$ cat config.mk
export PLATFORM = sky130hd
export DESIGN_NAME = beta_trap_ctrl_flat
export DESIGN_NICKNAME = d
export VERILOG_FILES = /design/src/rtl/beta_trap_ctrl.sv /design/src/rtl/beta_trap_ctrl_if.sv /design/src/flat_wrapper.sv
export SDC_FILE = /design/constraint.sdc
export NUM_CORES = 1
export LEC_CHECK = 0
export CAP_MARGIN = 25
export CORE_MARGIN = 1.5
export CORE_UTILIZATION = 45
export CTS_CLUSTER_SIZE = 20
export DETAILED_ROUTE_END_ITERATION = 16
export PLACE_DENSITY = 0.71
export SYNTH_ARGS = -nofsm -noshare
export SYNTH_HDL_FRONTEND = slang
export SYNTH_SLANG_ARGS = --single-unit
$ cat constraint.sdc
create_clock -name clk_i -period 10.1 [get_ports clk_i]
set_input_delay 1.515 -clock clk_i [delete_from_list [all_inputs] [get_ports clk_i]]
set_output_delay 1.515 -clock clk_i [all_outputs]
set_load 0.01 [all_outputs]
$ cat src/rtl/beta_trap_ctrl.sv
// Trap control unit: arbitrates commit-point traps and interrupts, owns the
// machine trap CSRs and drives a held redirect/flush handshake toward fetch.
package beta_trap_pkg;
  localparam logic [1:0] INSTR_NOTRAP        = 2'd0;
  localparam logic [1:0] INSTR_MISALIG_FETCH = 2'd1;
  localparam logic [1:0] INSTR_ILLEGAL_FETCH = 2'd2;

  localparam logic [1:0] LSU_NOTRAP          = 2'd0;
  localparam logic [1:0] LSU_MISALIG_LOAD    = 2'd1;
  localparam logic [1:0] LSU_MISALIG_STORE   = 2'd2;

  localparam logic [1:0] SYNC_NOTRAP         = 2'd0;
  localparam logic [1:0] SYNC_ECALL          = 2'd1;
  localparam logic [1:0] SYNC_MRET           = 2'd2;

  localparam logic [1:0] TCU_NOTRAP          = 2'd0;
  localparam logic [1:0] TCU_INTERRUPT       = 2'd1;
  localparam logic [1:0] TCU_EXCEPTION       = 2'd2;

  // bit4 flags an interrupt, bits[3:0] are the architectural cause code
  typedef enum logic [4:0] {
    INSTR_MISALIGNED = 5'h00,
    INSTR_ILLEGAL    = 5'h02,
    LOAD_MISALIGNED  = 5'h04,
    STORE_MISALIGNED = 5'h06,
    ENV_CALL_MMODE   = 5'h0B,
    MSW_INT          = 5'h13,
    MTIM_INT         = 5'h17,
    MEXT_INT         = 5'h1B
  } cause_e;
endpackage

module beta_trap_ctrl
  import beta_trap_pkg::*;
#(
  parameter logic [31:0] MTVEC_RESET = 32'h0000_0000,
  parameter bit          VECTORED_EN = 1'b1
) (
  input  logic             clk_i,
  input  logic             rst_i,
  beta_trap_ctrl_if.slave  bus
);

  localparam logic [1:0] RUN   = 2'd0;
  localparam logic [1:0] TRAP  = 2'd1;
  localparam logic [1:0] REDIR = 2'd2;

  localparam logic [11:0] CSR_MSTATUS = 12'h300;
  localparam logic [11:0] CSR_MIE     = 12'h304;
  localparam logic [11:0] CSR_MTVEC   = 12'h305;
  localparam logic [11:0] CSR_MEPC    = 12'h341;
  localparam logic [11:0] CSR_MCAUSE  = 12'h342;
  localparam logic [11:0] CSR_MTVAL   = 12'h343;
  localparam logic [11:0] CSR_MIP     = 12'h344;

  // Only MODE 00/01 are representable; MODE is hardwired to 00 without vectoring.
  function automatic logic [31:0] mtvec_legal(input logic [31:0] w);
    if (VECTORED_EN) mtvec_legal = {w[31:2], 1'b0, w[0]};
    else             mtvec_legal = {w[31:2], 2'b00};
  endfunction

  function automatic logic [31:0] mcause_of(input cause_e c);
    mcause_of = {c[4], 27'b0, c[3:0]};
  endfunction

  // Vectored dispatch applies to interrupts only; exceptions always go to the base.
  function automatic logic [31:0] trap_target(input logic [31:0] tvec, input cause_e c);
    logic [31:0] base;
    base = {tvec[31:2], 2'b00};
    if (VECTORED_EN && (tvec[1:0] == 2'b01) && c[4])
      trap_target = base + {26'b0, c[3:0], 2'b00};
    else
      trap_target = base;
  endfunction

  logic [1:0]  state;
  logic        mstatus_mie, mstatus_mpie;
  logic        mie_sw, mie_tim, mie_ext;
  logic [31:0] mtvec_r, mepc_r, mcause_r, mtval_r;

  cause_e      cause_p1;
  logic [31:0] tval_p1;
  logic [31:0] pc_p1;
  logic        mret_p1;

  logic [31:0] target_p2;
  logic [1:0]  trap_type_p2;

  logic        ev_trap, ev_mret;
  cause_e      ev_cause;
  logic [31:0] ev_tval;
  logic        csr_wr;

  // Pick the highest-priority event at commit; only looked at in RUN with a valid instruction.
  always_comb begin
    ev_trap  = 1'b0;
    ev_mret  = 1'b0;
    ev_cause = INSTR_MISALIGNED;
    ev_tval  = 32'h0;
    if (state == RUN && bus.valid_i) begin
      if (bus.irq_ext_i && mie_ext && mstatus_mie) begin
        ev_trap  = 1'b1;
        ev_cause = MEXT_INT;
      end else if (bus.irq_sw_i && mie_sw && mstatus_mie) begin
        ev_trap  = 1'b1;
        ev_cause = MSW_INT;
      end else if (bus.irq_timer_i && mie_tim && mstatus_mie) begin
        ev_trap  = 1'b1;
        ev_cause = MTIM_INT;
      end else if (bus.instr_trap_i == INSTR_MISALIG_FETCH) begin
        ev_trap  = 1'b1;
        ev_cause = INSTR_MISALIGNED;
        ev_tval  = bus.fault_addr_i;
      end else if (bus.instr_trap_i == INSTR_ILLEGAL_FETCH) begin
        ev_trap  = 1'b1;
        ev_cause = INSTR_ILLEGAL;
        ev_tval  = bus.instr_i;
      end else if (bus.sync_trap_i == SYNC_ECALL) begin
        ev_trap  = 1'b1;
        ev_cause = ENV_CALL_MMODE;
      end else if (bus.lsu_trap_i == LSU_MISALIG_LOAD) begin
        ev_trap  = 1'b1;
        ev_cause = LOAD_MISALIGNED;
        ev_tval  = bus.fault_addr_i;
      end else if (bus.lsu_trap_i == LSU_MISALIG_STORE) begin
        ev_trap  = 1'b1;
        ev_cause = STORE_MISALIGNED;
        ev_tval  = bus.fault_addr_i;
      end else if (bus.sync_trap_i == SYNC_MRET) begin
        ev_mret  = 1'b1;
      end
    end
  end

  // A committing instruction that traps (or returns) must not also write a CSR.
  assign csr_wr = (state == RUN) && bus.csr_we_i && !ev_trap && !ev_mret;

  // Control FSM: RUN -> TRAP -> REDIR -> RUN on fetch ack.
  always_ff @(posedge clk_i) begin
    if (rst_i) begin
      state <= RUN;
    end else begin
      case (state)
        RUN:     if (ev_trap || ev_mret) state <= TRAP;
        TRAP:    state <= REDIR;
        REDIR:   if (bus.redirect_ack_i) state <= RUN;
        default: state <= RUN;
      endcase
    end
  end

  // ---- stage p0 -> p1: hold the event details for the CSR update cycle ----
  always_ff @(posedge clk_i) begin
    if (state == RUN && (ev_trap || ev_mret)) begin
      cause_p1 <= ev_cause;
      tval_p1  <= ev_tval;
      pc_p1    <= bus.pc_i;
      mret_p1  <= ev_mret;
    end
  end

  // Machine CSR file: trap/return side effects in TRAP, software writes in RUN.
  always_ff @(posedge clk_i) begin
    if (rst_i) begin
      mstatus_mie  <= 1'b0;
      mstatus_mpie <= 1'b0;
      mie_sw       <= 1'b0;
      mie_tim      <= 1'b0;
      mie_ext      <= 1'b0;
      mtvec_r      <= mtvec_legal(MTVEC_RESET);
      mepc_r       <= 32'h0;
      mcause_r     <= 32'h0;
      mtval_r      <= 32'h0;
    end else if (state == TRAP) begin
      if (mret_p1) begin
        mstatus_mie  <= mstatus_mpie;
        mstatus_mpie <= 1'b1;
      end else begin
        mepc_r       <= pc_p1;
        mcause_r     <= mcause_of(cause_p1);
        mtval_r      <= tval_p1;
        mstatus_mpie <= mstatus_mie;
        mstatus_mie  <= 1'b0;
      end
    end else if (csr_wr) begin
      case (bus.csr_addr_i)
        CSR_MSTATUS: begin
          mstatus_mie  <= bus.csr_wdata_i[3];
          mstatus_mpie <= bus.csr_wdata_i[7];
        end
        CSR_MIE: begin
          mie_sw  <= bus.csr_wdata_i[3];
          mie_tim <= bus.csr_wdata_i[7];
          mie_ext <= bus.csr_wdata_i[11];
        end
        CSR_MTVEC:  mtvec_r  <= mtvec_legal(bus.csr_wdata_i);
        CSR_MEPC:   mepc_r   <= {bus.csr_wdata_i[31:2], 2'b00};
        CSR_MCAUSE: mcause_r <= bus.csr_wdata_i;
        CSR_MTVAL:  mtval_r  <= bus.csr_wdata_i;
        default: ;
      endcase
    end
  end

  // ---- stage p1 -> p2: redirect target and trap class, held through REDIR ----
  always_ff @(posedge clk_i) begin
    if (rst_i) begin
      target_p2    <= 32'h0;
      trap_type_p2 <= TCU_NOTRAP;
    end else if (state == TRAP) begin
      if (mret_p1) begin
        target_p2    <= mepc_r;
        trap_type_p2 <= TCU_NOTRAP;
      end else begin
        target_p2    <= trap_target(mtvec_r, cause_p1);
        trap_type_p2 <= cause_p1[4] ? TCU_INTERRUPT : TCU_EXCEPTION;
      end
    end else if (state == REDIR && bus.redirect_ack_i) begin
      trap_type_p2 <= TCU_NOTRAP;
    end
  end

  // Combinational CSR read port.
  always_comb begin
    bus.csr_rdata_o = 32'h0;
    bus.csr_hit_o   = 1'b1;
    case (bus.csr_addr_i)
      CSR_MSTATUS: bus.csr_rdata_o = {19'b0, 2'b11, 3'b0, mstatus_mpie, 3'b0, mstatus_mie, 3'b0};
      CSR_MIE:     bus.csr_rdata_o = {20'b0, mie_ext, 3'b0, mie_tim, 3'b0, mie_sw, 3'b0};
      CSR_MTVEC:   bus.csr_rdata_o = mtvec_r;
      CSR_MEPC:    bus.csr_rdata_o = mepc_r;
      CSR_MCAUSE:  bus.csr_rdata_o = mcause_r;
      CSR_MTVAL:   bus.csr_rdata_o = mtval_r;
      CSR_MIP:     bus.csr_rdata_o = {20'b0, bus.irq_ext_i, 3'b0, bus.irq_timer_i, 3'b0, bus.irq_sw_i, 3'b0};
      default:     bus.csr_hit_o   = 1'b0;
    endcase
  end

  // Handshake outputs; stall also covers the commit cycle in which an event is taken.
  always_comb begin
    bus.stall_o       = (state != RUN) || ev_trap || ev_mret;
    bus.flush_o       = (state == REDIR);
    bus.redirect_o    = (state == REDIR);
    bus.redirect_pc_o = target_p2;
    bus.trap_type_o   = trap_type_p2;
  end

endmodule

$ cat src/rtl/beta_trap_ctrl_if.sv
// Commit/CSR/redirect bundle between the core commit stage and the trap control unit.
interface beta_trap_ctrl_if;
  logic        valid_i;
  logic [31:0] pc_i;
  logic [31:0] instr_i;
  logic [31:0] fault_addr_i;
  logic [1:0]  instr_trap_i;
  logic [1:0]  lsu_trap_i;
  logic [1:0]  sync_trap_i;
  logic        irq_sw_i;
  logic        irq_timer_i;
  logic        irq_ext_i;
  logic        csr_we_i;
  logic [11:0] csr_addr_i;
  logic [31:0] csr_wdata_i;
  logic [31:0] csr_rdata_o;
  logic        csr_hit_o;
  logic        stall_o;
  logic        flush_o;
  logic        redirect_o;
  logic [31:0] redirect_pc_o;
  logic        redirect_ack_i;
  logic [1:0]  trap_type_o;

  // Core side: drives commit info, CSR access and the redirect ack.
  modport master (
    output valid_i, pc_i, instr_i, fault_addr_i, instr_trap_i, lsu_trap_i, sync_trap_i,
           irq_sw_i, irq_timer_i, irq_ext_i, csr_we_i, csr_addr_i, csr_wdata_i, redirect_ack_i,
    input  csr_rdata_o, csr_hit_o, stall_o, flush_o, redirect_o, redirect_pc_o, trap_type_o
  );

  // Trap control unit side.
  modport slave (
    input  valid_i, pc_i, instr_i, fault_addr_i, instr_trap_i, lsu_trap_i, sync_trap_i,
           irq_sw_i, irq_timer_i, irq_ext_i, csr_we_i, csr_addr_i, csr_wdata_i, redirect_ack_i,
    output csr_rdata_o, csr_hit_o, stall_o, flush_o, redirect_o, redirect_pc_o, trap_type_o
  );
endinterface

$ cat src/flat_wrapper.sv
// flat-port wrapper written by rule: the top's interface ports become plain ports
module beta_trap_ctrl_flat import beta_trap_pkg::*;
#(
  parameter logic [31:0] MTVEC_RESET = 32'h0000_0000,
  parameter bit          VECTORED_EN = 1'b1
)
  (clk_i, rst_i, bus_valid_i, bus_pc_i, bus_instr_i, bus_fault_addr_i, bus_instr_trap_i, bus_lsu_trap_i, bus_sync_trap_i, bus_irq_sw_i, bus_irq_timer_i, bus_irq_ext_i, bus_csr_we_i, bus_csr_addr_i, bus_csr_wdata_i, bus_redirect_ack_i, bus_csr_rdata_o, bus_csr_hit_o, bus_stall_o, bus_flush_o, bus_redirect_o, bus_redirect_pc_o, bus_trap_type_o);
  beta_trap_ctrl_if bus_i ();
  input  logic clk_i;
  input  logic rst_i;
  input wire logic [$bits(bus_i.valid_i)-1:0] bus_valid_i;
  input wire logic [$bits(bus_i.pc_i)-1:0] bus_pc_i;
  input wire logic [$bits(bus_i.instr_i)-1:0] bus_instr_i;
  input wire logic [$bits(bus_i.fault_addr_i)-1:0] bus_fault_addr_i;
  input wire logic [$bits(bus_i.instr_trap_i)-1:0] bus_instr_trap_i;
  input wire logic [$bits(bus_i.lsu_trap_i)-1:0] bus_lsu_trap_i;
  input wire logic [$bits(bus_i.sync_trap_i)-1:0] bus_sync_trap_i;
  input wire logic [$bits(bus_i.irq_sw_i)-1:0] bus_irq_sw_i;
  input wire logic [$bits(bus_i.irq_timer_i)-1:0] bus_irq_timer_i;
  input wire logic [$bits(bus_i.irq_ext_i)-1:0] bus_irq_ext_i;
  input wire logic [$bits(bus_i.csr_we_i)-1:0] bus_csr_we_i;
  input wire logic [$bits(bus_i.csr_addr_i)-1:0] bus_csr_addr_i;
  input wire logic [$bits(bus_i.csr_wdata_i)-1:0] bus_csr_wdata_i;
  input wire logic [$bits(bus_i.redirect_ack_i)-1:0] bus_redirect_ack_i;
  output wire logic [$bits(bus_i.csr_rdata_o)-1:0] bus_csr_rdata_o;
  output wire logic [$bits(bus_i.csr_hit_o)-1:0] bus_csr_hit_o;
  output wire logic [$bits(bus_i.stall_o)-1:0] bus_stall_o;
  output wire logic [$bits(bus_i.flush_o)-1:0] bus_flush_o;
  output wire logic [$bits(bus_i.redirect_o)-1:0] bus_redirect_o;
  output wire logic [$bits(bus_i.redirect_pc_o)-1:0] bus_redirect_pc_o;
  output wire logic [$bits(bus_i.trap_type_o)-1:0] bus_trap_type_o;
  assign bus_i.valid_i = bus_valid_i;
  assign bus_i.pc_i = bus_pc_i;
  assign bus_i.instr_i = bus_instr_i;
  assign bus_i.fault_addr_i = bus_fault_addr_i;
  assign bus_i.instr_trap_i = bus_instr_trap_i;
  assign bus_i.lsu_trap_i = bus_lsu_trap_i;
  assign bus_i.sync_trap_i = bus_sync_trap_i;
  assign bus_i.irq_sw_i = bus_irq_sw_i;
  assign bus_i.irq_timer_i = bus_irq_timer_i;
  assign bus_i.irq_ext_i = bus_irq_ext_i;
  assign bus_i.csr_we_i = bus_csr_we_i;
  assign bus_i.csr_addr_i = bus_csr_addr_i;
  assign bus_i.csr_wdata_i = bus_csr_wdata_i;
  assign bus_i.redirect_ack_i = bus_redirect_ack_i;
  assign bus_csr_rdata_o = bus_i.csr_rdata_o;
  assign bus_csr_hit_o = bus_i.csr_hit_o;
  assign bus_stall_o = bus_i.stall_o;
  assign bus_flush_o = bus_i.flush_o;
  assign bus_redirect_o = bus_i.redirect_o;
  assign bus_redirect_pc_o = bus_i.redirect_pc_o;
  assign bus_trap_type_o = bus_i.trap_type_o;
  beta_trap_ctrl #(.MTVEC_RESET(MTVEC_RESET), .VECTORED_EN(VECTORED_EN)) u_core (.clk_i(clk_i), .rst_i(rst_i), .bus(bus_i));
endmodule
After elaboration in Yosys (flattened, before gate mapping)
Cells that the tools add are included.
{"block": "totals", "ff_bits": 238, "in_bits": 154, "output_inout_bits": 70, "elab_cells": 137}
{"block": "op_classes", "add_sub_neg": 1, "n_eq_ne": 18, "muxes": 63, "bitwise_logic": 2, "reduce_logical": 36}
{"cell": "32-bit 2-to-1 mux", "n": 19}
{"cell": "32-bit case mux with 7 select lines", "n": 1}
{"cell": "12-bit by 10-bit equality test with 1-bit output, second input constant", "n": 7}
{"cell": "5-bit 2-to-1 mux", "n": 7}
{"cell": "32-bit by 6-bit adder with 32-bit output", "n": 1}
{"cell": "1-bit 2-to-1 mux", "n": 28}
{"cell": "3-bit AND reduction", "n": 5}
{"cell": "2-bit nonzero test", "n": 7}
{"cell": "1-bit logical AND", "n": 13}
{"cell": "2-bit 2-to-1 mux", "n": 6}
{"cell": "2-bit by 1-bit equality test with 1-bit output, second input constant", "n": 4}
{"cell": "2-bit equality test, second input constant", "n": 4}
{"cell": "7-bit OR reduction", "n": 1}
{"cell": "2-bit != test, second input constant", "n": 3}
{"cell": "2-bit case mux with 3 select lines", "n": 1}
{"cell": "2-bit AND reduction", "n": 2}
{"cell": "4-bit OR reduction", "n": 1}
{"cell": "1-bit logical OR", "n": 3}
{"cell": "3-bit 2-to-1 mux", "n": 1}
{"cell": "3-bit OR reduction", "n": 1}
{"cell": "1-bit logical NOT", "n": 2}
{"cell": "2-bit logical NOT", "n": 1}
{"cell": "1-bit NOT", "n": 2}

Depth between registers and ports, before layout
Gate-level depths: netlist (run 1).
{"block": "depth", "depth_word": 15, "depth_mapped": 9, "depth_no_buf": 7}

Least setup slack after synthesis (run 1)
Ideal clock, no wire load.
{"block": "synth_path", "path_kind": "input to output", "start": "input bus_csr_addr_i[11]", "end": "output bus_csr_rdata_o[7]", "arrival_ns": 3.018, "t_required_ns": 8.585, "slack_ns": 5.567, "stages": 6, "path_buffers": 1, "path_cell_list": "or4bb_1 -> nor3_2 -> and2_1 -> clkbuf_1 -> a22oi_1 -> o21ai_0"}
{"block": "synth_between", "elab_chain_cells": 2, "elab_cells_between_ends": 8, "classes_between": "eq/ne (7); mux (1)"}
{"item": "start, declared", "line": "flat_wrapper.sv:22", "rtl": "input wire logic [$bits(bus_i.csr_addr_i)-1:0] bus_csr_addr_i;"}
{"item": "12-bit by 10-bit equality test with 1-bit output", "line": "beta_trap_ctrl.sv:227", "rtl": "case (bus.csr_addr_i)"}
{"item": "32-bit case mux with 7 select lines *", "line": "beta_trap_ctrl.sv:227"}
{"item": "end, declared", "line": "flat_wrapper.sv:25", "rtl": "output wire logic [$bits(bus_i.csr_rdata_o)-1:0] bus_csr_rdata_o;"}
Mark *: on every way between the ends. The rest lies on a longest branch, timed or not.

Worst setup path in the final report (run 1)
{"block": "layout_path", "start": "input bus_csr_addr_i[0]", "end": "output bus_csr_rdata_o[30]"}
Same word-level chain as after synthesis.

==> reports/results.ini, run 1 <==
[cells_and_area]
nets=1606
synthToLayoutAreaGrowth_pct=27.0
register_area_sq_um=5470
n_fill_cell=2328
drive_above_1_share=0.0812
multi_input_area_sq_um=5840

[timing]
rsz0062_at_grt=false
fin_crit_sh=0.612
finalSetupViolCount=0
worstMarginPinSlew_ps=1070
report.final.slew_viol_count=0
finalHoldViolCount=0
setup_slack_ps=3920
slew_headroom=0.290
fin_worst_skew_ps=12.6
fin_crit_ps=6180
fmax_ghz=0.162
tns_ps=0

[routing]
drt_wl_total_um=43100
drtIter0Drc=1460
avgRoutedWirePerCell_um=23.9
vias=11500
antenna_left=0
drc=0
vias_per_cell=6.39
dr.pass1.iters=8

[yosys]
ys_ff_latch=238
synthTopCellsByArea=dfxtp_1 28%, edfxtp_1 18%, a21oi_1 6.2%, a22oi_1 4.2%, nand2_1 3.7%
post-synth-top-area-cell=dfxtp_1
netlist_area_sq_um=11900
post-synth-top-count-cell=dfxtp_1
synthCells=1302
ys_seq_area_frac=0.461
avgSynthCellArea_sq_um=9.11
synth_edf_count=70
yosysWarningCount=0
synthTopCellsByCount=168 x dfxtp_1, 146 x a21oi_1, 116 x nand2_1
yosysTopAreaCellShare=0.284
ys_types=73
synth_nets=1463
async_flop_share=0
ys.flop_type=dfxtp_1

[clock_tree]
hold_buffers=0
clock_latency_ps=540
ctsLongestPathBuffers=3
cts_tree=built
clock-root-buffer=clkbuf_16
cts.sinks=238
cts_made_buffers=26
cts_resized=0
path_clk_slew_ps=60
postCtsSetupRepairBufs=0
h-tree-depth=1

[floorplan]
core_sq_um=26000
die-area_sq_um=27300
initial_core_util=0.456
die_w_um=165
rows=59
die_h_um=165
ios=224

[min_path]
worstHoldPathType=flip-flop to flip-flop
hold_end=u_core.bus.redirect_pc_o[0]
min_from=u_core.bus.redirect_pc_o[0]
hold_depth=2

[setup_path]
start_kind=input pin
cp_max_fo=36
crit_type=input pin to primary output
regToRegStartpoint=u_core.state[1]
r2r_end=u_core.mtval_r[11]
r2r_cells=6
rrSetupSlack_ps=6920
required_ps=8590
worstPathArrival_ps=4660
cp-end-kind=primary output

[global_routing]
grt_max_degree=106
grt_pass1_vias=10900
grt_pass1_wl_um=65600
antenna_found_initial=2
gr-usage-all-layers=0.314
grt_overflow=0

[placement]
port_buffers=223
place_congestion=0.928
dp_slack_ps=4000
hpwlAfterDp_um=28800

[power_and_ir_drop]
cellPowerDensity_nw_per_um2=152
p_leak_nw=4.81
ir_drop_mv=0.154

[job]
cap_viol_max_count=0

[run_status]
outcome=complete, no violations

-- state kept, by name (all words and copies together) (netlist names) --
| name | cells |
|---|---|
| u_core.mepc_r | 32 |
| u_core.mcause_r | 32 |
| u_core.mie_tim | 1 |
| u_core.mstatus_mpie | 1 |
| u_core.mie_ext | 1 |
| u_core.mie_sw | 1 |
| u_core.tval_p1 | 32 |
| u_core.mstatus_mie | 1 |
| u_core.pc_p1 | 32 |
| u_core.cause_p1 | 5 |
| u_core.state | 2 |
| u_core.mret_p1 | 1 |
| u_core.bus.trap_type_o | 2 |
| u_core.mtvec_r | 31 |
| u_core.bus.redirect_pc_o | 32 |
| u_core.mtval_r | 32 |
-- power by group --
part | leakage, nW | switching [mW] | internal (mW)
clock network | 0.403 | 0.397 | 0.523
logic | 2.37 | 0.188 | 0.116
registers | 2.04 | 0.0335 | 1.03
total | 4.81 | 0.619 | 1.67
-- stage by stage --
step           hold slack (ps)  instances  instance area, sq um  utilization  power (mW)
6_report                   449       1801                 15100        0.580        2.29
5_1_grt                    480       1801                 15100        0.580        2.36
4_1_cts                    453       1799                 15000        0.578        2.29
3_5_place_dp               445       1751                 14200        0.547        1.38
3_3_place_gp               439       1747                 14100        0.544        1.38
2_1_floorplan              461       1302                 11900            -        1.24
-- routing by layer --
metal | vias to the layer above | part of all wire | GRT usage
li1 | 5250 | - | -
met1 | 5452 | 0.44 | 0.465
met2 | 705 | 0.43 | 0.462
met3 | 99 | 0.11 | 0.0594
met4 | 0 | 0.031 | 0.0954
met5 | - | 0 | 0
-- critical path: stages --
cell	delay (ps)
clkdlybuf4s50_1	880
inv_1	160
nor3_4	210
buf_4	420
and2_1	190
buf_4	400
a221o_1	290
clkdlybuf4s50_1	560
-- area by class of cell --
type,count,area share
Antenna cell,1,0.000166
Multi-Input combinational cell,922,0.388
Tap cell,335,0.0278
Inverter,11,0.00274
Sequential cell,238,0.363
Clock buffer,35,0.0474
Timing Repair Buffer,246,0.164
Clock inverter,13,0.00690
-- worst max path at each step --
stage                             startpoint                  end  slack (ps)  depth (start not counted)
after global placement     bus_csr_addr_i[6]  bus_csr_rdata_o[11]        3590                          7
after detailed placement   bus_csr_addr_i[0]  bus_csr_rdata_o[28]        4000                          8
after floorplan           bus_csr_addr_i[11]   bus_csr_rdata_o[7]        5570                          6
after global routing       bus_csr_addr_i[0]   bus_csr_rdata_o[7]        3820                          9
final                      bus_csr_addr_i[0]  bus_csr_rdata_o[30]        3920                          8
after CTS                  bus_csr_addr_i[0]  bus_csr_rdata_o[28]        4000                          8
-- logic make-up after synthesis --
group                      synth area share
xor gates and xnor gates             0.0148
and+or+nand+nor                       0.169
adders and majority gates           0.00971
muxes                               0.00433
buffers and inverters                0.0501
AOI/OAI and AO/OA                     0.291
DFF                                   0.461
-- placed cells by master, fill, tap and decap left out, types with 5 or more instances in the layout --
cell type          n
xnor2_1           13
a311oi_1          29
o21ai_1            5
nand3_1           86
ha_1               6
nor4_1             6
nor2_1            93
a311oi_2          25
clkbuf_16         26
nand4_1            9
buf_4             19
o211ai_1          37
a221oi_1           5
and2_1             9
clkbuf_1           6
a21oi_1          146
o22ai_1           15
xor2_1             7
a31oi_1            6
edfxtp_1          70
a221o_1           29
nor3_1            10
clkdlybuf4s50_1  222
o21ai_0           46
a22oi_1           67
nand2_1          116
dfxtp_1          168
and3_1            28
a211oi_1          41
inv_1             10
clkinv_2           6
a211oi_2           6
No activity file was read; power rests on OpenSTA's default activity.
==> run 2: changes to the inputs <==
==> constraint.sdc (replaced) <==
create_clock -name clk_i -period 5.9 [get_ports clk_i]
set_input_delay 0.885 -clock clk_i [delete_from_list [all_inputs] [get_ports clk_i]]
set_output_delay 0.885 -clock clk_i [all_outputs]
set_load 0.01 [all_outputs]
==> reports/results.ini, run 2 (same netlist as run 1, synthesis figures left out) <==
[timing]
finalSetupViolCount=0  ; unchanged
tns_ps=0  ; unchanged
setup_slack_ps=1030  ; -2890 ps
rsz0062_at_grt=false
worstMarginPinSlew_ps=1050  ; -14.6 ps
fin_crit_ps=4870
fin_worst_skew_ps=10.7  ; -1.94 ps
fmax_ghz=0.205
report.final.slew_viol_count=0  ; unchanged
fin_crit_sh=0.825
slew_headroom=0.297  ; +0.00706
finalHoldViolCount=0  ; unchanged

[cells_and_area]
fin_util=0.585  ; +0.00525
n_fill_cell=2285  ; -1.8%
fin_cells=1806  ; +0.28%
drive_above_1_share=0.0884  ; +0.00715
synthToLayoutAreaGrowth_pct=28.1
antenna_cells=0  ; -1
layout_common_cells=222 x clkdlybuf4s50_1, 168 x dfxtp_1, 146 x a21oi_1
nets=1612  ; +0.37%
final_common_cell=clkdlybuf4s50_1

[placement]
dp_slack_ps=1160  ; -2840 ps
place_congestion=0.940  ; +1.3%
hpwlAfterDp_um=29000  ; +0.71%
dp.cells=1757  ; +0.34%
port_buffers=223  ; unchanged

[global_routing]
grt_pass1_vias=10700  ; -1.4%
grt_overflow=0  ; unchanged
grt_max_degree=106  ; unchanged
gr-usage-all-layers=0.309  ; -0.00480
antenna_found_initial=0  ; -2
grt_pass1_wl_um=64800  ; -1.2%

[routing]
dr.pass1.iters=6  ; -2
drt_wl_total_um=43000  ; -0.22%
vias=11700  ; +1.5%
avgRoutedWirePerCell_um=23.8  ; -0.50%
drc=0  ; unchanged
antenna_left=0  ; unchanged
vias_per_cell=6.47  ; +1.3%
drtIter0Drc=1413  ; -3.2%

[setup_path]
worstPathArrival_ps=3980  ; -680 ps
crit_chain=clkdlybuf4s50_1 -> or4bb_1 -> nor3_2 -> and2_1 -> buf_4 -> a221o_1 -> clkdlybuf4s50_1
required_ps=5020  ; -3570 ps
cp_max_fo=22  ; -39%
cpMostUsedCell=clkdlybuf4s50_1
slowest_delay_ps=580  ; -300 ps
crit_type=input pin to primary output
worst-path-buf-inv=3  ; -2
start_kind=input pin
rrSetupSlack_ps=2940  ; -3980 ps
cp_top_family=buffers and inverters
cp-end-kind=primary output
slowest_stage=or4bb_1

[clock_tree]
h-tree-depth=1  ; unchanged
cts.sinks=238  ; unchanged
cts_tree=built
path_clk_slew_ps=60  ; about the same
postCtsSetupRepairBufs=0  ; unchanged
clock-root-buffer=clkbuf_16
cts_made_buffers=26  ; unchanged
hold_buffers=0  ; unchanged
cts_resized=0  ; unchanged
ctsLongestPathBuffers=3  ; unchanged
clock_latency_ps=540  ; about the same

[job]
cap_viol_max_count=0  ; unchanged

[power_and_ir_drop]
p_leak_nw=4.89  ; +1.6%
ir_drop_mv=0.160  ; +3.6%
cellPowerDensity_nw_per_um2=270  ; +78%

[min_path]
worstHoldPathType=flip-flop to flip-flop

[floorplan]
rows=59  ; unchanged
ios=224  ; unchanged
core_sq_um=26000  ; unchanged
die_h_um=165  ; unchanged
die_w_um=165  ; unchanged
initial_core_util=0.456  ; unchanged
die-area_sq_um=27300  ; unchanged

[run_status]
outcome=complete, no violations

run 2: cell count changes in the layout (fill, tap and decap cells not counted), moves of 2 or more:
cell       delta
clkbuf_1      -4
buf_16        -2
bufinv_16     +2
clkinv_1      -2
clkbuf_16     +3
buf_4         +7
buf_12        +2
and2_2        -2
and2_1        +2
run 2: path summary, 6_finish.rpt:
kind                                from                     endpoint  depth (start not counted)
max                    bus_csr_addr_i[8]          bus_csr_rdata_o[28]                          7
min          u_core.bus.redirect_pc_o[1]  u_core.bus.redirect_pc_o[1]                          2
max reg2reg              u_core.state[1]           u_core.mtval_r[29]                          6
min reg2reg  u_core.bus.redirect_pc_o[1]  u_core.bus.redirect_pc_o[1]                          2
run 2: stage by stage:
step                      hold slack [ps]  cell area [sq um]  power, mW
final                                 457              15200       4.11
after global routing                  474              15200       4.22
after CTS                             458              15200       4.10
after detailed placement              449              14200       2.37
after global placement                444              14200       2.36
after floorplan                       461              11900       2.12
run 2: final cells by class:
| class | count | area (sq um) | area share |
|---|---|---|---|
| Multi-Input combinational cell | 922 | 5840 | 0.384 |
| Sequential cell | 238 | 5470 | 0.360 |
| Timing Repair Buffer | 252 | 2500 | 0.164 |
| Clock inverter | 12 | 139 | 0.00914 |
| Tap cell | 335 | 419 | 0.0276 |
| Clock buffer | 36 | 793 | 0.0522 |
| Inverter | 11 | 41.3 | 0.00272 |
run 2: per-layer routing:
| layer | vias to the layer above | GRT usage | part of all wire |
|---|---|---|---|
| met2 | 750 | 0.452 | 0.43 |
| met5 | - | 0 | 0 |
| met3 | 114 | 0.0809 | 0.12 |
| met4 | 0 | 0.100 | 0.031 |
| li1 | 5255 | - | - |
| met1 | 5564 | 0.443 | 0.42 |
run 2: worst min-delay path, stage by stage, from the launching register on:
cell and delay [ps]:
dfxtp_1 310, nand2_1 50, a21oi_1 50
run 2: power breakdown:
group / internal [mW] / switching [mW] / leakage, nW / total (mW)
sequential: 1.77 / 0.0561 / 2.04 / 1.83
clock: 1.07 / 0.683 / 0.460 / 1.75
combinational: 0.202 / 0.327 / 2.39 / 0.529
==> run 3: changes to the inputs <==
--- a/config.mk
+++ b/config.mk
@@ -10,7 +10,7 @@
 export CORE_UTILIZATION = 45
 export CTS_CLUSTER_SIZE = 20
 export DETAILED_ROUTE_END_ITERATION = 16
-export PLACE_DENSITY = 0.71
+export PLACE_DENSITY = 0.73
 export SYNTH_ARGS = -nofsm -noshare
 export SYNTH_HDL_FRONTEND = slang
 export SYNTH_SLANG_ARGS = --single-unit
==> constraint.sdc (replaced) <==
create_clock -name clk_i -period 4 [get_ports clk_i]
set_input_delay 0.6 -clock clk_i [delete_from_list [all_inputs] [get_ports clk_i]]
set_output_delay 0.6 -clock clk_i [all_outputs]
set_load 0.01 [all_outputs]
==> reports/results.ini, run 3 (same netlist as run 1, synthesis figures left out) <==
[placement]
postPlaceCellArea_sq_um=14400  ; +1.3%
dp.cells=1774  ; +0.97%
port_buffers=223  ; unchanged
place_congestion=0.943  ; +0.28%
hpwlAfterDp_um=30400  ; +5.0%
dp_slack_ps=278  ; -884 ps

[routing]
drc=0  ; unchanged
drt_wl_total_um=43400  ; +0.88%
drtIter0Drc=1515  ; +7.2%
antenna_left=0  ; unchanged
vias=11600  ; -0.82%
vias_per_cell=6.36  ; -1.7%
dr.pass1.iters=6  ; unchanged
avgRoutedWirePerCell_um=23.8  ; about the same

[timing]
finalHoldViolCount=0  ; unchanged
worstMarginPinSlew_ps=988  ; -63.0 ps
rsz0062_at_grt=false
fmax_ghz=0.268
slew_headroom=0.342  ; +0.0447
finalSetupViolCount=0  ; unchanged
fin_crit_sh=0.934
report.final.slew_viol_count=0  ; unchanged
fin_worst_skew_ps=9.32  ; -1.38 ps
whs_ps=452  ; -5.32 ps
setup_slack_ps=264  ; -768 ps
tns_ps=0  ; unchanged
fin_crit_ps=3740

[setup_path]
cp-end-kind=primary output
start_kind=input pin
crit_chain=clkdlybuf4s50_1 -> or4bb_1 -> nor3_2 -> and2_1 -> buf_12 -> a221o_1 -> clkdlybuf4s50_1
slowest_stage=or4bb_1
worst-path-buf-inv=3  ; unchanged
cp_top_family=buffers and inverters
crit_type=input pin to primary output
required_ps=3400  ; -1620 ps
worstPathArrival_ps=3140  ; -840 ps
rrSetupSlack_ps=1150  ; -1790 ps
cpMostUsedCell=clkdlybuf4s50_1
cp_max_fo=22  ; unchanged
slowest_delay_ps=580  ; about the same

[floorplan]
die_w_um=165  ; unchanged
ios=224  ; unchanged
initial_core_util=0.456  ; unchanged
rows=59  ; unchanged
die-area_sq_um=27300  ; unchanged
die_h_um=165  ; unchanged
core_sq_um=26000  ; unchanged

[global_routing]
grt_max_degree=81  ; -24%
gr-usage-all-layers=0.314  ; +0.00490
grt_pass1_vias=10900  ; +1.4%
grt_pass1_wl_um=65300  ; +0.79%
antenna_found_initial=0  ; unchanged
grt_overflow=0  ; unchanged

[clock_tree]
hold_buffers=0  ; unchanged
clock_latency_ps=540  ; about the same
path_clk_slew_ps=60  ; about the same
clock-root-buffer=clkbuf_16
postCtsSetupRepairBufs=0  ; unchanged
h-tree-depth=1  ; unchanged
cts_tree=built
cts.sinks=238  ; unchanged
ctsLongestPathBuffers=3  ; unchanged
cts_resized=0  ; unchanged
cts_made_buffers=26  ; unchanged

[power_and_ir_drop]
p_leak_nw=4.98  ; +1.9%
power_mw=6.08  ; +48%
cellPowerDensity_nw_per_um2=395  ; +46%
ir_drop_mv=0.392  ; +150%

[cells_and_area]
antenna_cells=0  ; unchanged
design_area_sq_um=15400  ; +1.2%
final_common_cell=clkdlybuf4s50_1
synthToLayoutAreaGrowth_pct=29.6
n_fill_cell=2306  ; +0.92%
fin_cells=1823  ; +0.94%
drive_above_1_share=0.0961  ; +0.00773
fin_util=0.592  ; +0.00674
layout_common_cells=222 x clkdlybuf4s50_1, 168 x dfxtp_1, 146 x a21oi_1
nets=1629  ; +1.1%

[run_status]
outcome=complete, no violations

[min_path]
worstHoldPathType=flip-flop to flip-flop

[job]
cap_viol_max_count=0  ; unchanged

## run 3: changes by cell type in the layout (fill, tap and decap cells not counted), sizes merged
cell / before / now
buf: 30 / 47
clkbuf: 36 / 33
bufinv: 3 / 5
clkinv: 7 / 9
clkinvlp: 2 / 0
inv: 11 / 12
## run 3: final cells by class
type                            count  area (sq um)  area share
Sequential cell                   238          5470       0.356
Inverter                           11          41.3     0.00269
Multi-Input combinational cell    922          5830       0.379
Clock inverter                     15           214      0.0139
Timing Repair Buffer              269          2700       0.175
Tap cell                          335           419      0.0273
Clock buffer                       33           708      0.0461
## run 3: where the power goes
group	internal, mW	leakage [nW]	switching [mW]
Combinational	0.308	2.49	0.478
Sequential	2.61	2.04	0.0857
Clock	1.58	0.457	1.02
## run 3: path summary, 6_finish.rpt
| check | from | endpoint | cells past startpoint |
|---|---|---|---|
| worst min-delay path | u_core.bus.redirect_pc_o[1] | u_core.bus.redirect_pc_o[1] | 2 |
| worst max-delay path | bus_csr_addr_i[8] | bus_csr_rdata_o[28] | 7 |
| worst max register to register | u_core.cause_p1[0] | u_core.bus.redirect_pc_o[26] | 8 |
| worst min register to register | u_core.bus.redirect_pc_o[1] | u_core.bus.redirect_pc_o[1] | 2 |
## run 3: worst register-to-register path, cell delays in order (launching register included)
cell	delay, ps
edfxtp_1	480
ha_1	250
fa_1	260
a211oi_1	100
buf_4	160
nor3b_1	470
nand3_1	380
or4_1	560
o211ai_1	110
## run 3: metal layers
layer / global-route usage / wire length, um
met5: 0 / 0
met4: 0.0994 / 1520
met3: 0.0732 / 4720
met2: 0.464 / 18600
met1: 0.453 / 18600
